[config.mk]
export PLATFORM = sky130hd
export DESIGN_NAME = muldiv_unit
export DESIGN_NICKNAME = d
export VERILOG_FILES = /design/src/rtl/muldiv_unit_pkg.sv /design/src/rtl/muldiv_unit.sv
export SDC_FILE = /design/constraint.sdc
export NUM_CORES = 1
export LEC_CHECK = 0
export ABC_AREA = 1
export CAP_MARGIN = 25
export CORE_ASPECT_RATIO = 1.1
export CORE_MARGIN = 5
export CORE_UTILIZATION = 40
export CTS_CLUSTER_SIZE = 16
export DETAILED_ROUTE_END_ITERATION = 7
export DONT_BUFFER_PORTS = 1
export PLACE_DENSITY_LB_ADDON = 0.05
export SLEW_MARGIN = 15
export SYNTH_ARGS = -nofsm -noshare
export SYNTH_HDL_FRONTEND = slang
export SYNTH_SLANG_ARGS = --single-unit
[constraint.sdc]
create_clock -name clk -period 7.55 [get_ports clk]
set_clock_uncertainty 0.2 [all_clocks]
set_input_delay 1.51 -clock clk [delete_from_list [all_inputs] [get_ports clk]]
set_output_delay 1.51 -clock clk [all_outputs]
set_load 0.01 [all_outputs]
[src/rtl/muldiv_unit_pkg.sv]
// muldiv_codes: shared encodings and helpers for the RV32M multiply/divide unit.
//   MULDIV      - func7 value that marks an M-extension OP instruction
//   MUL..REMU   - func3 operation selects
//   muldiv_op_e - enumerated view of func3
//   rs1_signed / rs2_signed - operand signedness per op
//   neg_if      - two's-complement conditional negate (used for abs and sign fix-up)
package muldiv_codes;

    localparam logic [6:0] MULDIV = 7'b0000001;

    localparam logic [2:0] MUL    = 3'b000;
    localparam logic [2:0] MULH   = 3'b001;
    localparam logic [2:0] MULHSU = 3'b010;
    localparam logic [2:0] MULHU  = 3'b011;
    localparam logic [2:0] DIV    = 3'b100;
    localparam logic [2:0] DIVU   = 3'b101;
    localparam logic [2:0] REM    = 3'b110;
    localparam logic [2:0] REMU   = 3'b111;

    typedef enum logic [2:0] {
        OP_MUL, OP_MULH, OP_MULHSU, OP_MULHU,
        OP_DIV, OP_DIVU, OP_REM,    OP_REMU
    } muldiv_op_e;

    // Widest value the helpers handle (2*XLEN for XLEN up to 64).
    localparam int MDW = 128;

    function automatic logic rs1_signed(input logic [2:0] f);
        return (f == MULH) || (f == MULHSU) || (f == DIV) || (f == REM);
    endfunction

    function automatic logic rs2_signed(input logic [2:0] f);
        return (f == MULH) || (f == DIV) || (f == REM);
    endfunction

    // Callers zero-extend into MDW and truncate back; the low bits of the
    // negation are the correct narrow two's complement.
    function automatic logic [MDW-1:0] neg_if(input logic [MDW-1:0] x, input logic neg);
        return neg ? (~x + MDW'(1)) : x;
    endfunction

endpackage

[src/rtl/muldiv_unit.sv]
// muldiv_unit: iterative RV32M multiply/divide, XLEN cycles of shift-add or
// restoring divide on operand magnitudes, with sign fix-up in FIN.
//   clk, rst          - clock, synchronous active-high reset
//   start, func3      - issue request and op select (sampled in IDLE only)
//   valA, valB        - rs1 / rs2 operands, sampled with start
//   flush             - abort an in-flight op (ITER/FIN), no done
//   stall, busy, done - pipeline hold, FSM active, one-cycle result strobe
//   result            - registered result, updated in FIN
module muldiv_unit
    import muldiv_codes::*;
#(
    parameter int XLEN = 32
) (
    input  logic            clk,
    input  logic            rst,
    input  logic            start,
    input  logic            flush,
    input  logic [2:0]      func3,
    input  logic [XLEN-1:0] valA,
    input  logic [XLEN-1:0] valB,
    output logic            stall,
    output logic            busy,
    output logic            done,
    output logic [XLEN-1:0] result
);

    localparam int CW = $clog2(XLEN);
    localparam logic [XLEN-1:0] SMIN = {1'b1, {(XLEN-1){1'b0}}};

    typedef enum logic [1:0] {IDLE, ITER, FIN, DONE} state_e;

    state_e            state_q, state_d;
    muldiv_op_e        op_q, op_d;
    logic [XLEN-1:0]   opa_q, opa_d, opb_q, opb_d;
    logic [2*XLEN-1:0] acc_q, acc_d;
    logic [CW-1:0]     cnt_q, cnt_d;
    logic              sa_q, sa_d, sb_q, sb_d;
    logic              dz_q, dz_d, ov_q, ov_d;
    logic [XLEN-1:0]   result_q, result_d;

    // Operand capture
    logic a_neg, b_neg;
    assign a_neg = rs1_signed(func3) & valA[XLEN-1];
    assign b_neg = rs2_signed(func3) & valB[XLEN-1];

    // Restoring-divide step: hi half of acc is the partial remainder, low half
    // collects quotient bits, dividend bits stream out of opa MSB-first.
    // shifted <= 2*divisor-1, so bit XLEN of diff is a clean borrow flag.
    logic [XLEN:0] shifted, diff;
    logic          qbit;
    assign shifted = {acc_q[2*XLEN-1:XLEN], opa_q[XLEN-1]};
    assign diff    = shifted - {1'b0, opb_q};
    assign qbit    = ~diff[XLEN];

    // FIN fix-up
    logic [2*XLEN-1:0] prod;
    logic [XLEN-1:0]   quo, rem;
    always_comb begin
        prod = (2*XLEN)'(neg_if(MDW'(acc_q), sa_q ^ sb_q));
        quo  = XLEN'(neg_if(MDW'(acc_q[XLEN-1:0]), sa_q ^ sb_q));
        rem  = XLEN'(neg_if(MDW'(acc_q[2*XLEN-1:XLEN]), sa_q));
        // The remainder for divide-by-zero already equals valA (|a| re-signed).
        if (dz_q) quo = '1;
        if (ov_q) begin
            quo = SMIN;
            rem = '0;
        end
    end

    always_comb begin
        state_d  = state_q;
        op_d     = op_q;
        opa_d    = opa_q;
        opb_d    = opb_q;
        acc_d    = acc_q;
        cnt_d    = cnt_q;
        sa_d     = sa_q;
        sb_d     = sb_q;
        dz_d     = dz_q;
        ov_d     = ov_q;
        result_d = result_q;
        case (state_q)
            IDLE: if (start) begin
                op_d    = muldiv_op_e'(func3);
                opa_d   = XLEN'(neg_if(MDW'(valA), a_neg));
                opb_d   = XLEN'(neg_if(MDW'(valB), b_neg));
                sa_d    = a_neg;
                sb_d    = b_neg;
                dz_d    = func3[2] && (valB == '0);
                ov_d    = ((func3 == DIV) || (func3 == REM)) && (valA == SMIN) && (valB == '1);
                acc_d   = '0;
                cnt_d   = '0;
                state_d = ITER;
            end
            ITER: begin
                if (!op_q[2]) begin
                    // MSB-first shift-add: multiplier bits leave opb's top.
                    acc_d = {acc_q[2*XLEN-2:0], 1'b0}
                          + (opb_q[XLEN-1] ? {{XLEN{1'b0}}, opa_q} : '0);
                    opb_d = opb_q << 1;
                end else begin
                    acc_d = {(qbit ? diff[XLEN-1:0] : shifted[XLEN-1:0]),
                             acc_q[XLEN-2:0], qbit};
                    opa_d = opa_q << 1;
                end
                cnt_d = cnt_q + 1'b1;
                if (cnt_q == CW'(XLEN-1)) state_d = FIN;
            end
            FIN: begin
                case (op_q)
                    OP_MUL:                        result_d = prod[XLEN-1:0];
                    OP_MULH, OP_MULHSU, OP_MULHU:  result_d = prod[2*XLEN-1:XLEN];
                    OP_DIV, OP_DIVU:               result_d = quo;
                    default:                       result_d = rem;
                endcase
                state_d = DONE;
            end
            DONE:    state_d = IDLE;
            default: state_d = IDLE;
        endcase
        if (flush && (state_q == ITER || state_q == FIN)) begin
            state_d  = IDLE;
            result_d = result_q;
        end
    end

    always_ff @(posedge clk) begin
        if (rst) begin
            state_q  <= IDLE;
            op_q     <= OP_MUL;
            opa_q    <= '0;
            opb_q    <= '0;
            acc_q    <= '0;
            cnt_q    <= '0;
            sa_q     <= 1'b0;
            sb_q     <= 1'b0;
            dz_q     <= 1'b0;
            ov_q     <= 1'b0;
            result_q <= '0;
        end else begin
            state_q  <= state_d;
            op_q     <= op_d;
            opa_q    <= opa_d;
            opb_q    <= opb_d;
            acc_q    <= acc_d;
            cnt_q    <= cnt_d;
            sa_q     <= sa_d;
            sb_q     <= sb_d;
            dz_q     <= dz_d;
            ov_q     <= ov_d;
            result_q <= result_d;
        end
    end

    assign stall  = ((state_q == IDLE) && start) || (state_q == ITER) || (state_q == FIN);
    assign busy   = (state_q != IDLE);
    assign done   = (state_q == DONE);
    assign result = result_q;

endmodule

After elaboration in Yosys (flattened, before gate mapping)
Cells that the tools add are included.
- flip-flop bits (word level): 174
- input bits: 71
- output and inout port bits: 35
- logic and storage cells: 101
- reductions and logical operators: 28
- bitwise operators: 10
- muxes and demuxes: 25
- eq/ne operators: 19
- add/subtract/negate cells: 8
- operator list (kind ; number):
    $mux W32 ; 13
    $mux W64 ; 3
    $add A32 B1 Y32 const B ; 4
    $not A32 Y32 ; 4
    $pmux W32 S2 ; 2
    $pmux W64 S2 ; 1
    $pmux W32 S3 ; 1
    $add A64 B1 Y64 const B ; 1
    $add A64 B32 Y64 ; 1
    $eq A32 B32 Y1 const B ; 2
    $not A64 Y64 ; 1
    $sub A33 B32 Y33 ; 1
    $logic_not A32 Y1 ; 1
    $eq A3 B3 Y1 const B ; 4
    $pmux W5 S2 ; 1
    $eq A3 B2 Y1 const B ; 3
    $logic_or A1 B1 Y1 ; 9
    $ne A2 B2 Y1 const B ; 4
    $pmux W2 S4 ; 1
    $reduce_and A2 Y1 ; 4
    $eq A3 B1 Y1 const B ; 2
    $reduce_and A3 Y1 ; 2
    $add A5 B1 Y5 const B ; 1
    $eq A5 B5 Y1 const B ; 1
    other kinds (13) ; 23

Depth between registers and ports, before layout
- depth in word-level cells: 8
- gate-level depth with buffers: 21
- depth with buffers taken out: 19

Least setup slack after synthesis
Ideal clock, no wire load.
- path kind: input-to-output
- start point: in start
- end point: out stall
- setup slack: 4.082 ns
- arrival time: 1.758 ns
- cell stages on the path: 2
- path buffers: 0
- required time: 5.840 ns
- path through: nand2_1 > nand3_1
- cells in the longest elaborated chain, start to end: 3
- RTL lines (element ; RTL line ; source):
    start, declared ; muldiv_unit.sv:16 ; input logic start,
    $logic_and A1 B1 Y1 ; muldiv_unit.sv:155 ; assign stall = ((state_q == IDLE) && start) || (state_q == ITER) || (state_q == FIN);
    $logic_or A1 B1 Y1 (2 in series) ; muldiv_unit.sv:155 ;
    end, declared ; muldiv_unit.sv:21 ; output logic stall,
No other way between the ends.

Worst setup path in the final report
- start point: reg state_q[1]
- end point: out stall
- cells in the longest elaborated chain, start to end: 4
- elaborated cells between the ends (all ways): 6
- classes of those cells: 2 x eq/ne; 4 x reduce/logical
- RTL lines (element ; RTL line ; source):
    start, declared ; muldiv_unit.sv:32 ; state_e state_q, state_d;
    start signal, assigned ; muldiv_unit.sv:141 ; state_q <= state_d;
    $logic_not A2 Y1 ; muldiv_unit.sv:155 ;
    $logic_and A1 B1 Y1 ; muldiv_unit.sv:155 ;
    $logic_or A1 B1 Y1 ; muldiv_unit.sv:155 ;
    $logic_or A1 B1 Y1 * ; muldiv_unit.sv:155 ;
Every way passes the cells marked *; elsewhere a longest branch is shown, timed or not.

==> flow_metrics.env <==
export IMPL_cts_root_buffer_cell="clkbuf_16"
export IMPL_max_freq_ghz=0.2485
export IMPL_ctsResizeCount=0
export IMPL_clk_pin_slew_ps=70
export IMPL_drt_iter0_markers=1932
export IMPL_end_kind="output port"
export IMPL_grt_ovfl_total=0
export IMPL_dieArea_sq_um=53610
export IMPL_vias=22760
export IMPL_avgRoutedWirePerCell_microns=20.77
export IMPL_clk_latency_ps=520
export IMPL_syn_area_sq_um=19630
export IMPL_synth_fa_ha_area_share_pct=5.048
export IMPL_clkPwrFrac_pct=14.4
export IMPL_power_per_cell_area_nw_per_um2=334.4
export IMPL_start_util_pct=40.22
export IMPL_power_mw=6.881
export IMPL_drt_first_pass_iters=6
export IMPL_setup_violations=0
export IMPL_synth_xor_area_share_pct=3.703
export IMPL_crit_type="reg2out"
export IMPL_hold_viol=0
export IMPL_final_util_pct=42.15
export IMPL_setup_ws_ps=3526
export IMPL_drc=0
export IMPL_synth_seq_area_share_pct=17.74
export IMPL_peakVddDrop_mv=0.1533
export IMPL_dp_cells=4137
export IMPL_min_period_ps=4024
export IMPL_ys_warnings_count=0
export IMPL_final_cells=4171
export IMPL_rows=85
export IMPL_track_usage_pct=31.00
export IMPL_cts_buffers=17
export IMPL_die_x_microns=221.2
export IMPL_core_area_sq_um=48820
export IMPL_slew_headroom_pct=38.34
export IMPL_ioPinCount=106
export IMPL_preCtsSetupSlack_ps=3139
export IMPL_crit_fanout=75
export IMPL_synth_compound_area_share_pct=15.90
export IMPL_cts_tree="built"
export IMPL_synth_seq_cells=174
export IMPL_setup_worst_path_start_class="flop"
export IMPL_antenna_cells=0
export IMPL_pwr_share_seq_pct=22.3
export IMPL_grt_first_pass_wirelength_microns=129000
export IMPL_hp_start="opb_q[26]"
export IMPL_grt_pass1_vias=21140
export IMPL_worstPathArrival_ps=2310
export IMPL_hold_worst_slack_ps=264.1
export IMPL_syn_nets=3758
export IMPL_synth_distinct_cells=55
export IMPL_fin_tns_setup_ps=0
export IMPL_vias_per_cell=5.457
export IMPL_p_sw_share_pct=57.02
export IMPL_synthMuxAreaShare_pct=0
export IMPL_antenna_left=0
export IMPL_syn_avg_cell_area_sq_um=5.440
export IMPL_chipHeight_microns=242.4
export IMPL_antenna_found_initial=0
export IMPL_critPathRequiredTime_ps=5840
export IMPL_period_share_pct=53.29
export IMPL_cap_violations=0
export IMPL_area_growth_pct=4.805
export IMPL_nets=3655
export IMPL_hp_class="reg2reg"
export IMPL_status="complete, no violations"
export IMPL_hold_buffers=0
export IMPL_wirelength_microns=86620
export IMPL_final_area_sq_um=20570
export IMPL_rsz0062_at_grt="false"
export IMPL_grt_max_degree=141
export IMPL_placed_cell_area_sq_um=19920
export IMPL_drive_gt1_share_pct=4.547
export IMPL_drv_slew=0
export IMPL_post_cts_setup_buffer_count=0
export IMPL_clockBufferDepth=2
export IMPL_synthSimpleGateAreaFrac_pct=43.86
export IMPL_cts_max_level=4
export IMPL_internal_power_mw=2.957
export IMPL_combinationalPowerShare_pct=63.3
export IMPL_tightest_slew_ps=923.9
export IMPL_switchingPower_mw=3.924
export IMPL_fill_cells=5577
export IMPL_dpl_hpwl_microns=69740
export IMPL_cts_sinks=174
export IMPL_critPathLaunch="state_q[1]"
export IMPL_port_buffers=0
export IMPL_synth_top_family_by_area="simple AND/OR/NAND/NOR gates"
export IMPL_leakage_nw=10.19
export IMPL_place_congestion=0.9574
export IMPL_syn_inst=3609
export IMPL_r2r_start="op_q[2]"
worst max-delay path, cell delays in order, from the launching register on:
cell	delay, ps
dfxtp_1	350
inv_1	100
ha_2	340
inv_2	100
buf_4	620
nand3_1	270
placed cells by master (no fill, tap or decap), types with 4 or more instances in the layout:
cell type / synthesis / layout
nor3_1: 58 / 58
inv_2: 15 / 16
nand2_1: 1120 / 1120
o21ai_1: 28 / 28
nand3_1: 317 / 317
nor4_1: 7 / 7
o221ai_1: 16 / 16
a211oi_1: 11 / 11
nand3b_1: 12 / 12
nor2_4: 6 / 7
clkbuf_16: 0 / 17
dfxtp_1: 174 / 174
a21oi_1: 245 / 245
and2_1: 6 / 6
xor2_1: 71 / 71
inv_1: 517 / 516
nor3_2: 5 / 5
xnor2_1: 12 / 12
or2_2: 12 / 12
clkinv_1: 4 / 4
nand4_1: 46 / 46
o211ai_1: 23 / 23
inv_6: 0 / 4
buf_4: 2 / 16
nor2_2: 18 / 19
a221oi_1: 5 / 5
nand2_2: 27 / 27
o21bai_1: 10 / 10
a31oi_1: 28 / 28
o21ai_0: 168 / 167
nor2_1: 387 / 385
o221a_2: 4 / 4
or2_1: 4 / 4
nand3_2: 4 / 4
ha_1: 76 / 75
o21ai_2: 4 / 5
power by group through the flow:
| stage | registers [mW] | clock network [mW] | logic, mW |
|---|---|---|---|
| 2_1_floorplan | 1.36 | 0 | 3.21 |
| 3_3_place_gp | 1.54 | 0 | 4.25 |
| 3_5_place_dp | 1.54 | 0 | 4.28 |
| 4_1_cts | 1.52 | 1.01 | 4.30 |
| 5_1_grt | 1.56 | 1.04 | 4.86 |
| 6_report | 1.53 | 0.992 | 4.35 |
path summary, 6_finish.rpt:
kind                                  end  slack, ps  depth (start not counted)
worst max-delay path                stall       3530                          5
worst min-delay path            opb_q[26]        260                          2
worst max register to register  result[8]       3790                          9
worst min register to register  opb_q[26]        260                          2
cells in the mapped netlist (all sizes together):
| library cell | instances | area share, % |
|---|---|---|
| nand3b | 12 | 0.46 |
| a221oi | 6 | 0.30 |
| nor3 | 64 | 1.8 |
| nand2b | 1 | 0.032 |
| nand2 | 1149 | 22 |
| or4 | 1 | 0.038 |
| o211ai | 23 | 0.88 |
| nand3 | 321 | 8.3 |
| o21bai | 10 | 0.38 |
| a21o | 3 | 0.11 |
| clkbuf | 76 | 1.5 |
| a31oi | 28 | 0.89 |
| xor2 | 71 | 3.2 |
| o221a | 4 | 0.23 |
| nand4 | 46 | 1.5 |
| nor4 | 7 | 0.22 |
| a31o | 1 | 0.045 |
| and2 | 6 | 0.19 |
| clkinv | 5 | 0.10 |
| a21boi | 1 | 0.038 |
| fa | 2 | 0.20 |
| o31ai | 3 | 0.11 |
| a21oi | 249 | 6.4 |
| buf | 65 | 2.0 |
| o2111ai | 2 | 0.089 |
| and3 | 3 | 0.096 |
| o221ai | 16 | 0.71 |
| a211oi | 11 | 0.42 |
| or2 | 17 | 0.54 |
| dfxtp | 174 | 18 |
| xnor2 | 12 | 0.54 |
| nor2 | 411 | 8.3 |
| o21ai | 201 | 5.3 |
| ha | 76 | 4.8 |
| inv | 532 | 10 |
flip-flops by register name, summed over array words and instances, names as in the netlist:
register,cells
acc_q,64
cnt_q,5
dz_q,1
op_q,3
opa_q,32
opb_q,32
ov_q,1
result,32
sa_q,1
sb_q,1
state_q,2
kinds of logic after synthesis:
family	after synthesis
AND/OR/NAND/NOR	2038
buffers and inverters	678
AO/OA/AOI/OAI	558
flip-flops	174
XOR/XNOR	83
adder cells (fa/ha/maj)	78
cell type report:
cell class                 count  area, sq um  share of cell area, %
multi-input combinational   2757        13470                  65.48
sequential                   174         3483                  16.93
inverter                     537         2017                  9.803
tap                          652        815.8                  3.965
clock buffer                  18        429.2                  2.086
clock inverter                14        178.9                 0.8696
timing repair buffer          19        177.7                 0.8635
routing by layer:
layer  GRT usage [%]  vias to the layer above  share of wire, %
li1                -                    11340                 -
met1           40.70                    10580                44
met2           50.53                      699                46
met3           4.678                      143               5.6
met4           13.63                        0               4.7
met5               0                        -                 0
No activity file was read; power rests on OpenSTA's default activity.
